`src/rtl/pov_ram_pkg.sv`:
```
// Shared definitions for the POV column-RAM port scheduler: default widths and
// the 2-bit state encoding used by ram_port_sched.
package pov_ram_pkg;

  localparam int AW_DEF = 8;
  localparam int DW_DEF = 8;

  localparam logic [1:0] ST_IDLE    = 2'd0;
  localparam logic [1:0] ST_RD      = 2'd1;
  localparam logic [1:0] ST_RD_WAIT = 2'd2;
  localparam logic [1:0] ST_WR      = 2'd3;

  typedef enum logic [1:0] {
    S_IDLE    = ST_IDLE,
    S_RD      = ST_RD,
    S_RD_WAIT = ST_RD_WAIT,
    S_WR      = ST_WR
  } sched_state_t;

endpackage

```
`src/rtl/ram_port_sched.sv`:
```
// Clocked read/write scheduler for the single-port POV column RAM; scanner reads win.
// Optional write starvation guard: define POV_SCHED_STARVE_GUARD_EN.
module ram_port_sched
  import pov_ram_pkg::*;
#(
  parameter int AW           = AW_DEF,
  parameter int DW           = DW_DEF,
  parameter int RD_LAT       = 1,
  parameter int MAX_RD_BURST = 4
) (
  input  logic          clk,
  input  logic          rst,
  input  logic          rd_req,
  input  logic [AW-1:0] rd_addr,
  output logic          rd_valid,
  output logic [DW-1:0] rd_data,
  input  logic          wr_req,
  input  logic [AW-1:0] wr_addr,
  input  logic [DW-1:0] wr_data,
  output logic          wr_ack,
  output logic [AW-1:0] ram_addr,
  output logic          ram_we,
  output logic [DW-1:0] ram_din,
  input  logic [DW-1:0] ram_dout,
  output logic          leer_ram
);

  if (RD_LAT < 1 || RD_LAT > 3 || MAX_RD_BURST < 1) begin : g_param_chk
    $error("ram_port_sched: RD_LAT must be 1..3 and MAX_RD_BURST >= 1");
  end

  localparam logic [1:0] LAT_INIT = 2'(RD_LAT - 1);

  sched_state_t  r_state;
  logic [1:0]    r_lat_cnt;
  logic          r_rd_valid;
  logic [DW-1:0] r_rd_data;
  logic          r_wr_ack;
  logic [AW-1:0] r_ram_addr;
  logic          r_ram_we;
  logic [DW-1:0] r_ram_din;
  logic          r_leer_ram;
  logic          w_force_wr;
  logic          w_rd_grant;

`ifdef POV_SCHED_STARVE_GUARD_EN
  localparam int              BW        = $clog2(MAX_RD_BURST + 1);
  localparam logic [BW-1:0]   BURST_MAX = BW'(MAX_RD_BURST);

  logic [BW-1:0] r_rd_burst;

  // A full read burst with a write waiting hands the next slot to the loader.
  assign w_force_wr = wr_req && (r_rd_burst == BURST_MAX);

  always_ff @(posedge clk) begin
    if (rst) begin
      r_rd_burst <= '0;
    end else if (r_state == S_IDLE) begin
      if (w_rd_grant) begin
        if (r_rd_burst != BURST_MAX) r_rd_burst <= r_rd_burst + 1'b1;
      end else begin
        r_rd_burst <= '0;
      end
    end
  end
`else
  assign w_force_wr = 1'b0;
`endif

  assign w_rd_grant = rd_req && !w_force_wr;

  always_ff @(posedge clk) begin
    if (rst) begin
      r_state    <= S_IDLE;
      r_lat_cnt  <= 2'd0;
      r_rd_valid <= 1'b0;
      r_rd_data  <= '0;
      r_wr_ack   <= 1'b0;
      r_ram_addr <= '0;
      r_ram_we   <= 1'b0;
      r_ram_din  <= '0;
      r_leer_ram <= 1'b0;
    end else begin
      r_rd_valid <= 1'b0;
      r_wr_ack   <= 1'b0;
      case (r_state)
        S_IDLE: begin
          if (w_rd_grant) begin
            r_state    <= S_RD;
            r_ram_addr <= rd_addr;
            r_ram_we   <= 1'b0;
            r_leer_ram <= 1'b1;
          end else if (wr_req) begin
            r_state    <= S_WR;
            r_ram_addr <= wr_addr;
            r_ram_din  <= wr_data;
            r_ram_we   <= 1'b1;
            r_wr_ack   <= 1'b1;
          end
        end
        S_RD: begin
          r_lat_cnt <= LAT_INIT;
          r_state   <= S_RD_WAIT;
        end
        S_RD_WAIT: begin
          // RAM output is sampled once its latency has elapsed since the address went out.
          if (r_lat_cnt == 2'd0) begin
            r_rd_data  <= ram_dout;
            r_rd_valid <= 1'b1;
            r_leer_ram <= 1'b0;
            r_state    <= S_IDLE;
          end else begin
            r_lat_cnt <= r_lat_cnt - 2'd1;
          end
        end
        S_WR: begin
          r_ram_we <= 1'b0;
          r_state  <= S_IDLE;
        end
        default: r_state <= S_IDLE;
      endcase
    end
  end

  assign rd_valid = r_rd_valid;
  assign rd_data  = r_rd_data;
  assign wr_ack   = r_wr_ack;
  assign ram_addr = r_ram_addr;
  assign ram_we   = r_ram_we;
  assign ram_din  = r_ram_din;
  assign leer_ram = r_leer_ram;

endmodule

```
`config.mk`:
```
export PLATFORM = sky130hd
export DESIGN_NAME = ram_port_sched
export DESIGN_NICKNAME = d
export VERILOG_FILES = /design/src/rtl/pov_ram_pkg.sv /design/src/rtl/ram_port_sched.sv
export SDC_FILE = /design/constraint.sdc
export NUM_CORES = 1
export LEC_CHECK = 0
export CORE_MARGIN = 5
export CORE_UTILIZATION = 44
export CTS_BUF_LIST = sky130_fd_sc_hd__clkbuf_8
export DETAILED_ROUTE_END_ITERATION = 12
export PLACE_DENSITY_LB_ADDON = 0.1
export SLEW_MARGIN = 10
export SYNTH_ARGS = -nofsm -noshare
export SYNTH_HDL_FRONTEND = slang
export SYNTH_SLANG_ARGS = --single-unit
```
`constraint.sdc`:
```
create_clock -name clk -period 3.1 [get_ports clk]
set_clock_uncertainty 0.15 [all_clocks]
set_input_delay 0.62 -clock clk [delete_from_list [all_inputs] [get_ports clk]]
set_output_delay 0.62 -clock clk [all_outputs]
set_load 0.01 [all_outputs]
```
Yosys cells after proc, flatten, opt, wreduce, memory -nomap -nowiden
Cells that the tools add are included.
Widths: inputs -> output; s select.

storage, ports and cells
  register bits = 32
  bits of input ports = 36
  logic and storage cells = 51

cells by class
  reductions and logical operators = 15
  equal/unequal tests = 7
  add/sub/neg operators = 1
  mux-type cells = 16
  bitwise logic cells = 3

operators with widths
  operator             number
  $mux 8               2
  $reduce_and 2->1     5
  $mux 2               4
  $pmux 2 s4           1
  $reduce_bool 2->1    4
  $mux 1               6
  $ne 2x2->1 const B   3
  $reduce_and 3->1     2
  $eq 2x2->1 const B   2
  $logic_not 2->1      2
  $pmux 1 s2           2
  $pmux 2 s2           1
  $ne 3x3->1 const B   1
  $not 1->1            3
  $reduce_or 3->1      1
  $eq 2x1->1 const B   1
  $reduce_or 2->1      1
  $sub 2x1->2 const B  1

Logic depth before layout (Yosys ltp)
Gate-level depths: netlist (run 1).

  word-level depth = 3
  gate-level depth with buffers = 6
  mapped depth without buffers = 5

Worst setup path before layout (run 1)
No wires, ideal clock.

  kind = input -> register
  start point = input rd_req
  end point = register r_ram_din[5] (netlist: ram_din[5])
  stages on the path = 4
  path slack = 1.481 ns
  library setup time = 0.132 ns
  arrival time = 1.336 ns
  path through = or4b_4 > buf_6 > nand2_1 > a21oi_1

on the way
  longest elaborated chain between the ends = 2

RTL lines
  element                            line                  text
  start, declared                    ram_port_sched.sv:13  input logic rd_req,
  $not 1->1 (no source line)         -
  $reduce_and 3->1 (no source line)  -
  end signal, assigned               ram_port_sched.sv:96  r_ram_din <= wr_data;
  end, declared                      ram_port_sched.sv:41  logic [DW-1:0] r_ram_din;

Every way passes these cells.
A chain may end at the register's enable or synchronous reset.

Worst setup path in the final report (run 1)
  start point = input rd_req
  end point = register r_ram_addr[5] (netlist: ram_addr[5])

on the way
  longest elaborated chain between the ends = 2
  elaborated cells on any way between the ends = 3
  classes of those cells = mux: 1; reduce/logical: 2

RTL lines
  element                             line                  text
  $reduce_bool 2->1 (no source line)  -
  $reduce_and 2->1 (no source line)   -
  end signal, assigned                ram_port_sched.sv:90  r_ram_addr <= rd_addr;
  end signal, assigned                ram_port_sched.sv:95  r_ram_addr <= wr_addr;
  end, declared                       ram_port_sched.sv:39  logic [AW-1:0] r_ram_addr;

Parallel ways exist; a longest one is shown, timed or not.

==> summary.txt, run 1 <==
Floorplanning
  – Die ar.: around 4200 um^2
  – Core ar.: approximately 2800 um^2
  – Die W: 64.57 um
  – Initial Utilization: 46.70%
  – Die Y: 64.57 um
  – IO Pins: 64
  – Row count: 19

Pwr
  – Comb pwr share: 19.3%
  – Clock network power share: between 30 and 40%
  – Psw: 252.6 uW
  – Peak supply drop: 0.3397 mV
  – Power Density: around 510 nW/um^2
  – Leakage dissipation: roughly 0.77 nW
  – Net Sw Frac: between 20% and 30%
  – Pint: between 700 and 800 uW
  – Sequential Power Share: between 40% and 50%

Critical path
  – Setup crit start kind: input pin
  – Kind of critical path: in2reg
  – Worst EP required: 3.15 ns
  – Worst Path Arrival: roughly 2 ns
  – Max FO, Critical Path: 8
  – Crit. End Element: register

Timing
  – Slew @ Worst Pin: about 0.75 ns
  – Crit share post-route: between 60% and 70%
  – Max Clk Rate: around 500 MHz
  – Worst setup margin: between 1 and 1.5 ns
  – Hold Vio Cnt, Final: 0
  – Fin crit period: between 1.5 and 2 ns
  – RSZ-0062 raised after global routing: false
  – Final TNS setup: 0 ns
  – Max Slew Vio Count: 0
  – Worst slew margin: 49.86%
  – Final setup fails: 0

Global route
  – Vias in the first global route: 1265
  – Largest net degree at the start of global routing: 19
  – First-pass GRT wire length: 5.678 mm
  – GRT overflow: 0
  – Initial antenna violation count: 0
  – GRT Overall Usage: 17.15%

Synth
  – Register area share after synthesis: about half
  – Number of synthesized flops with an enable pin: 0
  – Count leader, synth: dfxtp_1
  – Top post-synthesis cells by area: dfxtp_1 (49%), nand2_1 (7.7%), a21oi_1 (7.3%)
  – YS warnings: 0
  – Avg Cell Area, Syn: between 9 and 10 um^2
  – Ys flop type: dfxtp_1
  – Post-Syn Area: 1310 um^2
  – Net Count, Synth: approximately 180
  – Yosys top cell area share: around 50%
  – FF+latch count, synth: 32
  – Distinct cells, synth: 29
  – Post-Syn Instances: about 140
  – Area leader, netlist: dfxtp_1
  – Commonest cells post-synth: dfxtp_1 (32), nand2_1 (27), a21oi_1 (19)
  – FFs w/ async S/R, synth: 0%

Place
  – Gpl congestion: between 0.7 and 0.8
  – Detailed placement HPWL: about 2.6 mm
  – IO buf count: 63
  – Cell Area, Placed: 1939 um^2
  – Worst slack, placed: about 0.82 ns

Clocking
  – CTS Buf Count: 5
  – CTS root buffer: clkbuf_8
  – CTS tree: yes
  – H-tree levels: 2
  – Clk buf depth: 2
  – CTS sink count: 32
  – Post-CTS Setup Inserts: 0
  – Worst skew pair latency: ~0.27 ns
  – # resized after CTS: 0
  – Clock transition at path regs: 0.07 ns
  – Hold bufs inserted after CTS: 0

Layout
  – Fillers: about 220
  – Area Growth Syn to Fin: 56.26%
  – Inserted Diodes: 0
  – Finished Cell Area: 2047 um^2
  – Share of post-route cells with drive strength above 1: approximately 7.3%
  – Layout Utilization: 72.97%
  – Fin nets: 242

Route
  – Final ANT Viol Nets: 0
  – Iter 0 DRT Violations: between 50 and 60
  – Residual DRC: 0
  – Vias post-DR: ~1200
  – Drt first pass iters: 4
  – Final Routed Wirelength: between 3 and 4 mm
  – WL/cell: approximately 14 um
  – Vias/cell: between 5 and 6

Run
  – Maxcap violations: 0

Min path
  – Min-Delay Path Class: reg2reg

Run status
  – Outcome: finished clean
-- final cells by class --
cell class | instances | area, um^2 | share of cell area (%)
multi-input cells | 95 | 595.6 | 29.10
flip-flops and latches | 32 | 640.6 | 31.30
well taps | 31 | 38.79 | 1.895
clock inverters | 3 | 38.79 | 1.895
inverters | 5 | 18.77 | 0.9169
clock buffers | 5 | 68.82 | 3.362
repair buffers | 65 | 645.6 | 31.54
-- routing by layer --
metal	GRT usage, %	routed length (um)	up-vias
li1	-	-	616
met1	19.85	1471	557
met2	29.90	1662	48
met3	5.181	201	7
met4	6.332	54	0
met5	0	0	-
-- flip-flops by register name (all words and copies together) (netlist names) --
name / count
leer_ram: 1
r_lat_cnt: 2
ram_addr: 8
wr_ack: 1
rd_data: 8
rd_valid: 1
ram_din: 8
ram_we: 1
r_state: 2
-- final timing paths --
path	startpoint	to	slack [ns]	cells after the start
worst max register to register	r_state[1]	r_lat_cnt[1]	1.36	3
worst max-delay path	rd_req	ram_addr[5]	1.11	4
worst min-delay path	rd_data[1]	rd_data[1]	0.31	2
worst min register to register	rd_data[1]	rd_data[1]	0.31	2
-- metrics by stage --
step | power (mW) | std cells | hold slack, ns
2_1_floorplan | 0.5653 | 141 | 0.2954
3_3_place_gp | 0.6705 | 228 | 0.2903
3_5_place_dp | 0.6779 | 228 | 0.2971
4_1_cts | 1.054 | 236 | 0.3091
5_1_grt | 1.100 | 236 | 0.3292
6_report | 1.049 | 236 | 0.3100
-- critical path, cell delays in order --
cell and delay (ns):
clkdlybuf4s50_1 0.52, or2_2 0.37, a21oi_2 0.36, o2bb2ai_1 0.17
-- power by group through the flow --
stage | logic (mW) | registers [mW] | clock network (mW)
floorplan | 0.0860 | 0.479 | 0
global placement | 0.197 | 0.473 | 0
detailed placement | 0.204 | 0.474 | 0
CTS | 0.205 | 0.466 | 0.384
global route | 0.219 | 0.469 | 0.412
finish | 0.202 | 0.465 | 0.381
-- logic make-up (layout without fill, tap and decap cells) --
group / count (synthesis) / in the layout / share of synthesized area, %
adder cells (fa/ha/maj): 2 / 2 / 1.910
AO/OA/AOI/OAI: 36 / 36 / 18.05
buffers and inverters: 14 / 78 / 5.636
AND/OR/NAND/NOR: 49 / 49 / 19.39
multiplexers: 8 / 8 / 6.113
flip-flops: 32 / 32 / 48.90
-- placed cells by master (no fill, tap or decap), types with 2 or more instances in the layout --
| master | count |
|---|---|
| mux2i_1 | 8 |
| nand2b_1 | 2 |
| o21a_1 | 2 |
| nor2_1 | 4 |
| ha_1 | 2 |
| clkbuf_8 | 5 |
| nand3b_1 | 2 |
| dfxtp_1 | 32 |
| nand3_1 | 8 |
| clkdlybuf4s50_1 | 63 |
| a21oi_1 | 19 |
| nand2_1 | 27 |
| a22oi_1 | 2 |
| inv_1 | 6 |
| o2bb2ai_1 | 8 |
| buf_4 | 2 |
No activity file was read; power rests on OpenSTA's default activity.
==> run 2: changes to the inputs <==
--- a/config.mk
+++ b/config.mk
@@ -6,7 +6,7 @@
 export NUM_CORES = 1
 export LEC_CHECK = 0
 export CORE_MARGIN = 5
-export CORE_UTILIZATION = 44
+export CORE_UTILIZATION = 37
 export CTS_BUF_LIST = sky130_fd_sc_hd__clkbuf_8
 export DETAILED_ROUTE_END_ITERATION = 12
 export PLACE_DENSITY_LB_ADDON = 0.1
==> constraint.sdc (replaced) <==
create_clock -name clk -period 1.7 [get_ports clk]
set_clock_uncertainty 0.15 [all_clocks]
set_input_delay 0.34 -clock clk [delete_from_list [all_inputs] [get_ports clk]]
set_output_delay 0.34 -clock clk [all_outputs]
set_load 0.01 [all_outputs]
==> run 2 against run 1 <==
Clock power grew 35%. Sequential cell count is the same. Utilization shrank 11 points.
==> summary.txt, run 2 (synthesized netlist as in run 1, its figures left out) <==
Global route
  – GRT Overall Usage: between 10% and 20%
  – Initial antenna violation count: 0
  – Vias in the first global route: between 1000 and 1500
  – GRT overflow: 0
  – Largest net degree at the start of global routing: 18
  – First-pass GRT wire length: about 5.8 mm

Floorplanning
  – Die W: roughly 70 um
  – Row count: 21
  – Core ar.: about 3400 um^2
  – IO Pins: 64
  – Die Y: ~70 um
  – Initial Utilization: 38.65%
  – Die ar.: about 4800 um^2

Route
  – Iter 0 DRT Violations: between 60 and 70
  – Final ANT Viol Nets: 0
  – Met3 routed WL: ~340 um
  – Drt first pass iters: 4
  – Top Metal Used: met4
  – WL/cell: 13.64 um
  – Met1 Wirelength: between 1 and 1.5 mm
  – Vias/cell: 4.844
  – Final Routed Wirelength: between 3 and 4 mm
  – Residual DRC: 0
  – Vias post-DR: approximately 1200
  – Routed length on met2: around 1.7 mm

Timing
  – Final setup fails: 0
  – Worst slew margin: between 70% and 80%
  – Final TNS setup: 0 ns
  – Hold Vio Cnt, Final: 0
  – Hold slack: roughly 0.31 ns
  – Max Slew Vio Count: 0
  – Crit share post-route: ~100%
  – Worst setup margin: about 0.044 ns
  – RSZ-0062 raised after global routing: false
  – Fin crit period: around 1.7 ns
  – Max Clk Rate: between 600 and 700 MHz
  – Slew @ Worst Pin: between 0.3 and 0.4 ns

Min path
  – Min-delay src: rd_data[7]
  – Min-Delay Path Class: reg2reg

Pwr
  – Peak supply drop: 0.4176 mV
  – Psw: between 400 and 500 uW
  – Sequential Power Share: around half
  – Clock network power share: roughly 30%
  – Comb pwr share: between 20% and 30%
  – Power Density: 825.1 nW/um^2
  – Pint: around 1.3 mW
  – Net Sw Frac: 25.24%
  – Leakage dissipation: roughly 0.92 nW

Layout
  – Commonest non-fill, non-tap cell in the layout: clkdlybuf4s50_1
  – Share of post-route cells with drive strength above 1: around a tenth
  – Most frequent cells in the layout: clkdlybuf4s50_1 (55), dfxtp_1 (32), nand2_1 (27)
  – Multi-input gate area: a little over 600 um^2
  – Non-filler cells, final: 256
  – Fillers: around 280
  – Area Growth Syn to Fin: 61.32%
  – Inserted Diodes: 0
  – Fin nets: ~250
  – Seq. cell area: 640.6 um^2

Clocking
  – Worst skew pair latency: 0.27 ns
  – CTS sink count: 32
  – Clk buf depth: 2
  – Post-CTS Setup Inserts: 0
  – CTS Buf Count: 5
  – H-tree levels: 2
  – Clock transition at path regs: around 0.06 ns
  – CTS root buffer: clkbuf_8
  – CTS tree: yes

Run
  – Maxcap violations: 0

Critical path
  – Slowest-stage cell, CP: clkdlybuf4s50_1
  – Reg-to-reg startpoint: r_state[1]
  – Worst path cell trace: clkdlybuf4s50_1
  – Max FO, Critical Path: 2
  – CP startpoint: ram_din[5]
  – Crit. End Element: output pin
  – Setup crit start kind: register
  – Worst Path Arrival: roughly 1.2 ns
  – Worst EP required: roughly 1.2 ns
  – Top Family by Delay on Critical Path: buffers and inverters
  – Crit path largest cell delay: 0.55 ns
  – Kind of critical path: reg2out
  – Worst path buffer plus inverter count: 1

Run status
  – Outcome: finished clean

Place
  – IO buf count: 63
  – Worst slack, placed: -0.1724 ns
  – Gpl congestion: roughly 0.70
  – Detailed placement HPWL: approximately 2.7 mm
  – Placed cells: 249
## run 2: final cells by class
cell class / instances / share of cell area (%)
flip-flops and latches: 32 / 30.31
clock inverters: 2 / 0.4144
clock buffers: 5 / 3.256
multi-input cells: 95 / 28.77
repair buffers: 71 / 33.63
well taps: 46 / 2.724
inverters: 5 / 0.8881
## run 2: per-layer routing
| layer | vias to the layer above | global-route usage (%) |
|---|---|---|
| met4 | 0 | 4.989 |
| met3 | 6 | 9.130 |
| met1 | 569 | 14.99 |
| li1 | 621 | - |
| met5 | - | 0 |
| met2 | 44 | 25.64 |
## run 2: per-stage QoR
stage | util, % | cell area [um^2] | power (mW)
global route | 62.35 | 2113 | 1.851
CTS | 61.39 | 2081 | 1.777
floorplan | - | 1310 | 1.031
detailed placement | 59.10 | 2003 | 1.255
global placement | 59.10 | 2003 | 1.238
finish | 62.35 | 2113 | 1.744
## run 2: path summary, 6_finish.rpt
kind                                   end  slack [ns]  cells after the start
worst max-delay path            ram_din[5]        0.04                      1
worst min-delay path            rd_data[7]        0.31                      2
worst max register to register  ram_din[5]        0.19                      3
worst min register to register  rd_data[7]        0.31                      2
## run 2: power by group through the flow
stage	registers (mW)	logic, mW	clock network, mW
finish	0.851	0.377	0.515
global route	0.858	0.414	0.579
CTS	0.852	0.389	0.536
detailed placement	0.868	0.387	0
global placement	0.862	0.376	0
floorplan	0.874	0.157	0
## run 2: timing repair
| item | 4_1_cts | 5_1_grt |
|---|---|---|
| setup endpoints to repair | 0 | 16 |
| hold buffers | 0 | 0 |
| gates resized for setup | 0 | 10 |
==> edit 1: new RTL, config.mk and constraints of run 2 <==
`DW_DEF`: 8 -> 12.
--- a/src/rtl/pov_ram_pkg.sv
+++ b/src/rtl/pov_ram_pkg.sv
@@ -3,7 +3,7 @@
 package pov_ram_pkg;
 
   localparam int AW_DEF = 8;
-  localparam int DW_DEF = 8;
+  localparam int DW_DEF = 12;
 
   localparam logic [1:0] ST_IDLE    = 2'd0;
   localparam logic [1:0] ST_RD      = 2'd1;
Interface: changed (resized ram_din, ram_dout, rd_data and wr_data); port bits go from 64 to 80. The function was not compared with the original's and may differ.
==> edit 1 against run 2 <==
Power rose by 25%; register-to-register slack barely moved; wire length rose by 16%; sequential cell count rose by 8; synthesized cell count rose by 27%; fmax rose by 0.26%; synthesized area rose by 21%; cell area rose by 24%; worst setup slack improved by 4.4 ps; largest cell class unchanged; highest routed layer unchanged.
==> edit 1: results (changes against run 2) <==
status = finished, final reports clean (unchanged)
total of buffers placed on input and output ports = 79 (was 63)
leading post-synthesis cells by instance count = sky130_fd_sc_hd__dfxtp_1, sky130_fd_sc_hd__nand2_1, sky130_fd_sc_hd__a21oi_1 (unchanged)
share of post-route cells with drive strength above 1 = 9.40% (was 10.0%)
Critical R2R Capture = rd_data[4] (was ram_din[5])
top area cells in the synthesized netlist = sky130_fd_sc_hd__dfxtp_1, sky130_fd_sc_hd__nand2_1, sky130_fd_sc_hd__a21oi_1 (unchanged)
Final Wtd Congestion = 0.739 (was 0.701)
worst skew pair latency = 290 ps (was 270 ps)
sequential fraction of the synthesis area = 50.7% (was 48.9%)
Global Route Usage Sum = 14.6% (was 15.0%)
Synth Net Count = 225 (was 179)
hold slack = 302 ps (was 308 ps)
via count of the first global-routing pass = 1442 (was 1262)
worst-case reg-to-reg path depth = 5 (was 3)
Leak Pwr = 1.26 nW (was 0.915 nW)
average vias per placed instance = 4.74 (was 4.84)
Post-layout nets = 312 (was 248)
Hold Path Class = register to register (unchanged)
filler cell count in the final layout = 374 (was 279)
number of DRC markers after the initial detailed-route iteration = 75 (was 65)
hold path start = ram_din[9] (was rd_data[7])
worst-case hold path end point = ram_din[9] (was rd_data[7])
Area after DPL = 2490 um2 (was 2000 um2)
FF-to-FF Start = r_lat_cnt[0] (was r_state[1])
post-synth cell types = 24 (was 29)
cell family with the largest share of critical-path delay = buffers and inverters (unchanged)
wire length of the first global-routing pass = 6410 um (was 5760 um)
Peak VDD IR = 455 uV (was 418 uV)
total half-perimeter wirelength after legalization and detailed placement = 3060 um (was 2730 um)
slew of the pin with the lowest slew margin = 473 ps (was 400 ps)
==> edit 1: cell count changes in the layout (fill, tap and decap cells not counted), sizes merged, moves of 2 or more <==
cell / change
a21oi: +9
clkdlybuf4s50: +7
clkbuf: +2
dlymetal6s2s: +9
nand2: +12
nand3: +4
dfxtp: +8
buf: +8
==> edit 1: layout make-up <==
type / instances / area (um2) / share of cell area [%]
clock buffer: 7 / 96.3 / 3.67
tap: 50 / 62.6 / 2.38
timing repair buffer: 95 / 966 / 36.8
multi-input combinational: 119 / 683 / 26.0
sequential: 40 / 801 / 30.5
inverter: 5 / 18.8 / 0.714
==> edit 1: metrics by stage <==
stage	setup slack (ps)	total power [W]	setup TNS (ps)	std cells	util, %
after global routing	2.89	0.00230	0	316	64.8
after floorplan	130	0.00126	0	179	-
after CTS	8.91	0.00222	0	316	63.7
after global placement	-146	0.00155	-2780	309	61.3
final	48.1	0.00218	0	316	64.8
after detailed placement	-180	0.00156	-3570	309	61.3
==> edit 1: power by group <==
part,internal [W],leakage (nW),switching [W]
combinational,0.000286,0.880,0.000198
sequential,0.00101,0.327,0.0000334
clock,0.000361,0.0503,0.000300
==> edit 1: tightest hold or removal path, delay by kind of cell, from the launching register on <==
| kind | cells | cell delay (ps) |
|---|---|---|
| DFF | 1 | 310 |
| and+or+nand+nor | 1 | 50 |
| AOI/OAI and AO/OA | 1 | 50 |
==> edit 1: timing repair <==
item / in CTS / in global routing
setup endpoints to repair: 0 / 17
gates resized for setup: 0 / 17
endpoints found under the hold margin: 0 / 0
==> edit 1: worst max-delay path by stage <==
stage	to	from	cells after the start	slack (ps)
final	ram_din[5]	ram_din[5]	1	50
after global routing	ram_din[5]	ram_din[5]	1	3
after CTS	ram_we	ram_we	1	9
after detailed placement	ram_din[11]	rd_req	5	-180
after global placement	ram_din[1]	wr_req	5	-150
after floorplan	ram_din[3]	r_state[1]	6	130
==> edit 1: routing by layer <==
layer	global-route usage, %	up-vias	share of wire (%)
met4	5.24	0	1.2
li1	-	778	-
met2	22.2	56	45
met3	6.20	6	10
met5	0	-	0
met1	18.5	657	44
==> edit 1: cells by family after synthesis <==
kind of cell | after synthesis | share of synthesized area (%)
compound gates | 44 | 17.4
mux | 8 | 5.07
flops | 40 | 50.7
fa+ha+maj | 2 | 1.58
simple gates | 65 | 19.2
buf+inv | 20 | 6.10
==> edit 2: new RTL, flow settings as in run 2 <==
Made on the original files. Add a define of `POV_SCHED_STARVE_GUARD_EN`.
--- a/src/rtl/ram_port_sched.sv
+++ b/src/rtl/ram_port_sched.sv
@@ -1,5 +1,7 @@
 // Clocked read/write scheduler for the single-port POV column RAM; scanner reads win.
 // Optional write starvation guard: define POV_SCHED_STARVE_GUARD_EN.
+`define POV_SCHED_STARVE_GUARD_EN
+
 module ram_port_sched
   import pov_ram_pkg::*;
 #(
Formal check against the unedited RTL: same outputs for any inputs over 10 cycles, from zero or initial values and one cycle with rst high; that may be too few to reach the edited logic, so the function may still have changed.
==> edit 2 against run 2 <==
Final cell count grew 16%; first-iteration DRC count fell by 35%; cell area rose by 18%; worst hold slack improved by 4.1 ps; power up 29%; wire length rose by 23%; sequential cell count grew 3; worst setup slack got worse by 7.0 ps; die area rose by 19%; sequential power increased by 12%; synthesized area rose by 22%; via count is 26% higher; clock power grew 44%; critical path type unchanged; largest power group unchanged.
==> edit 2: results (changes against run 2) <==
status = finished, final reports clean (unchanged)
share of post-route cells with drive strength above 1 = 16.2% (was 10.0%)
multiplexer fraction of the synthesized cell area = 5.02% (was 6.11%)
via count = 1562 (was 1240)
number of DRC markers after the initial detailed-route iteration = 42 (was 65)
Leak Pwr = 1.13 nW (was 0.915 nW)
GR met3 Demand/Resource = 5.41% (was 9.13%)
slew of the pin with the lowest slew margin = 409 ps (was 400 ps)
Syn Inst Count = 176 (was 141)
Synth Net Count = 215 (was 179)
number of search-and-repair iterations in the first detailed-routing pass = 5 (was 4)
total half-perimeter wirelength after legalization and detailed placement = 3180 um (was 2730 um)
via count of the first global-routing pass = 1548 (was 1262)
Setup WS pre-CTS = -234 ps (was -172 ps)
filler cell count in the final layout = 347 (was 279)
Peak VDD IR = 596 uV (was 418 uV)
fraction of the mapped netlist area in compound gates = 23.4% (was 18.1%)
leading post-synthesis cells by instance count = sky130_fd_sc_hd__dfxtp_1, sky130_fd_sc_hd__a21oi_1, sky130_fd_sc_hd__nand3_1 (was sky130_fd_sc_hd__dfxtp_1, sky130_fd_sc_hd__nand2_1, sky130_fd_sc_hd__a21oi_1)
Critical R2R Capture = ram_addr[5] (was ram_din[5])
clock slew at reported path FFs = 80 ps (was 60 ps)
met2 Track Usage GR = 27.2% (was 25.6%)
post-synth cell types = 36 (was 29)
FF-to-FF Start = r_rd_burst[0] (was r_state[1])
wire length of the first global-routing pass = 6700 um (was 5760 um)
Final Wtd Congestion = 0.764 (was 0.701)
global-route met1 utilization = 17.2% (was 15.0%)
hold path start = ram_din[0] (was rd_data[7])
power spent charging and discharging nets = 0.000617 W (was 0.000440 W)
Global Route Usage Sum = 15.2% (was 15.0%)
maximum number of pins on one net before global-route repair = 36 (was 18)
Area after DPL = 2330 um2 (was 2000 um2)
worst-case reg-to-reg path depth = 5 (was 3)
top area cells in the synthesized netlist = sky130_fd_sc_hd__dfxtp_1, sky130_fd_sc_hd__a21oi_1, sky130_fd_sc_hd__nand3_1 (was sky130_fd_sc_hd__dfxtp_1, sky130_fd_sc_hd__nand2_1, sky130_fd_sc_hd__a21oi_1)
[edit 2: worst reg2reg max path, stage by stage, from the launching register on]
cell and delay, ps:
sky130_fd_sc_hd__dfxtp_1 370, sky130_fd_sc_hd__inv_1 80, sky130_fd_sc_hd__ha_2 230, sky130_fd_sc_hd__and3_2 280, sky130_fd_sc_hd__o21ai_0 230, sky130_fd_sc_hd__a311oi_2 120
[edit 2: power by group through the flow]
stage,clock network (W),logic (W),registers (W)
after floorplan,0,0.000287,0.000970
after global placement,0,0.000548,0.000961
after detailed placement,0,0.000559,0.000965
after CTS,0.000757,0.000561,0.000948
after global routing,0.000796,0.000605,0.000958
final,0.000743,0.000559,0.000950
[edit 2: final cells by class]
type                            instances  area, um2  area share, %
Multi-Input combinational cell        120        810           32.5
Timing Repair Buffer                   78        783           31.4
Sequential cell                        35        702           28.2
Clock buffer                            5       68.8           2.76
Tap cell                               50       62.6           2.51
Clock inverter                          3       43.8           1.76
Inverter                                6       22.5          0.904
[edit 2: cell families after synthesis]
kind of cell / Yosys count
simple gates: 53
compound gates: 56
flops: 35
fa+ha+maj: 3
mux: 8
buf+inv: 21
[edit 2: per-layer routing]
metal	wire, um	vias up
met5	0	-
met2	2130	80
li1	-	773
met4	49	0
met3	438	9
met1	1690	700
[edit 2: worst max-delay path by stage]
stage,start,to,slack [ps],cells past startpoint
2_1_floorplan,r_rd_burst[0],ram_addr[5],190,6
3_3_place_gp,rd_req,ram_addr[4],-220,4
3_5_place_dp,wr_req,ram_addr[1],-230,5
4_1_cts,leer_ram,leer_ram,6,1
5_1_grt,ram_addr[4],ram_addr[4],2,1
6_report,ram_addr[0],ram_addr[0],40,1
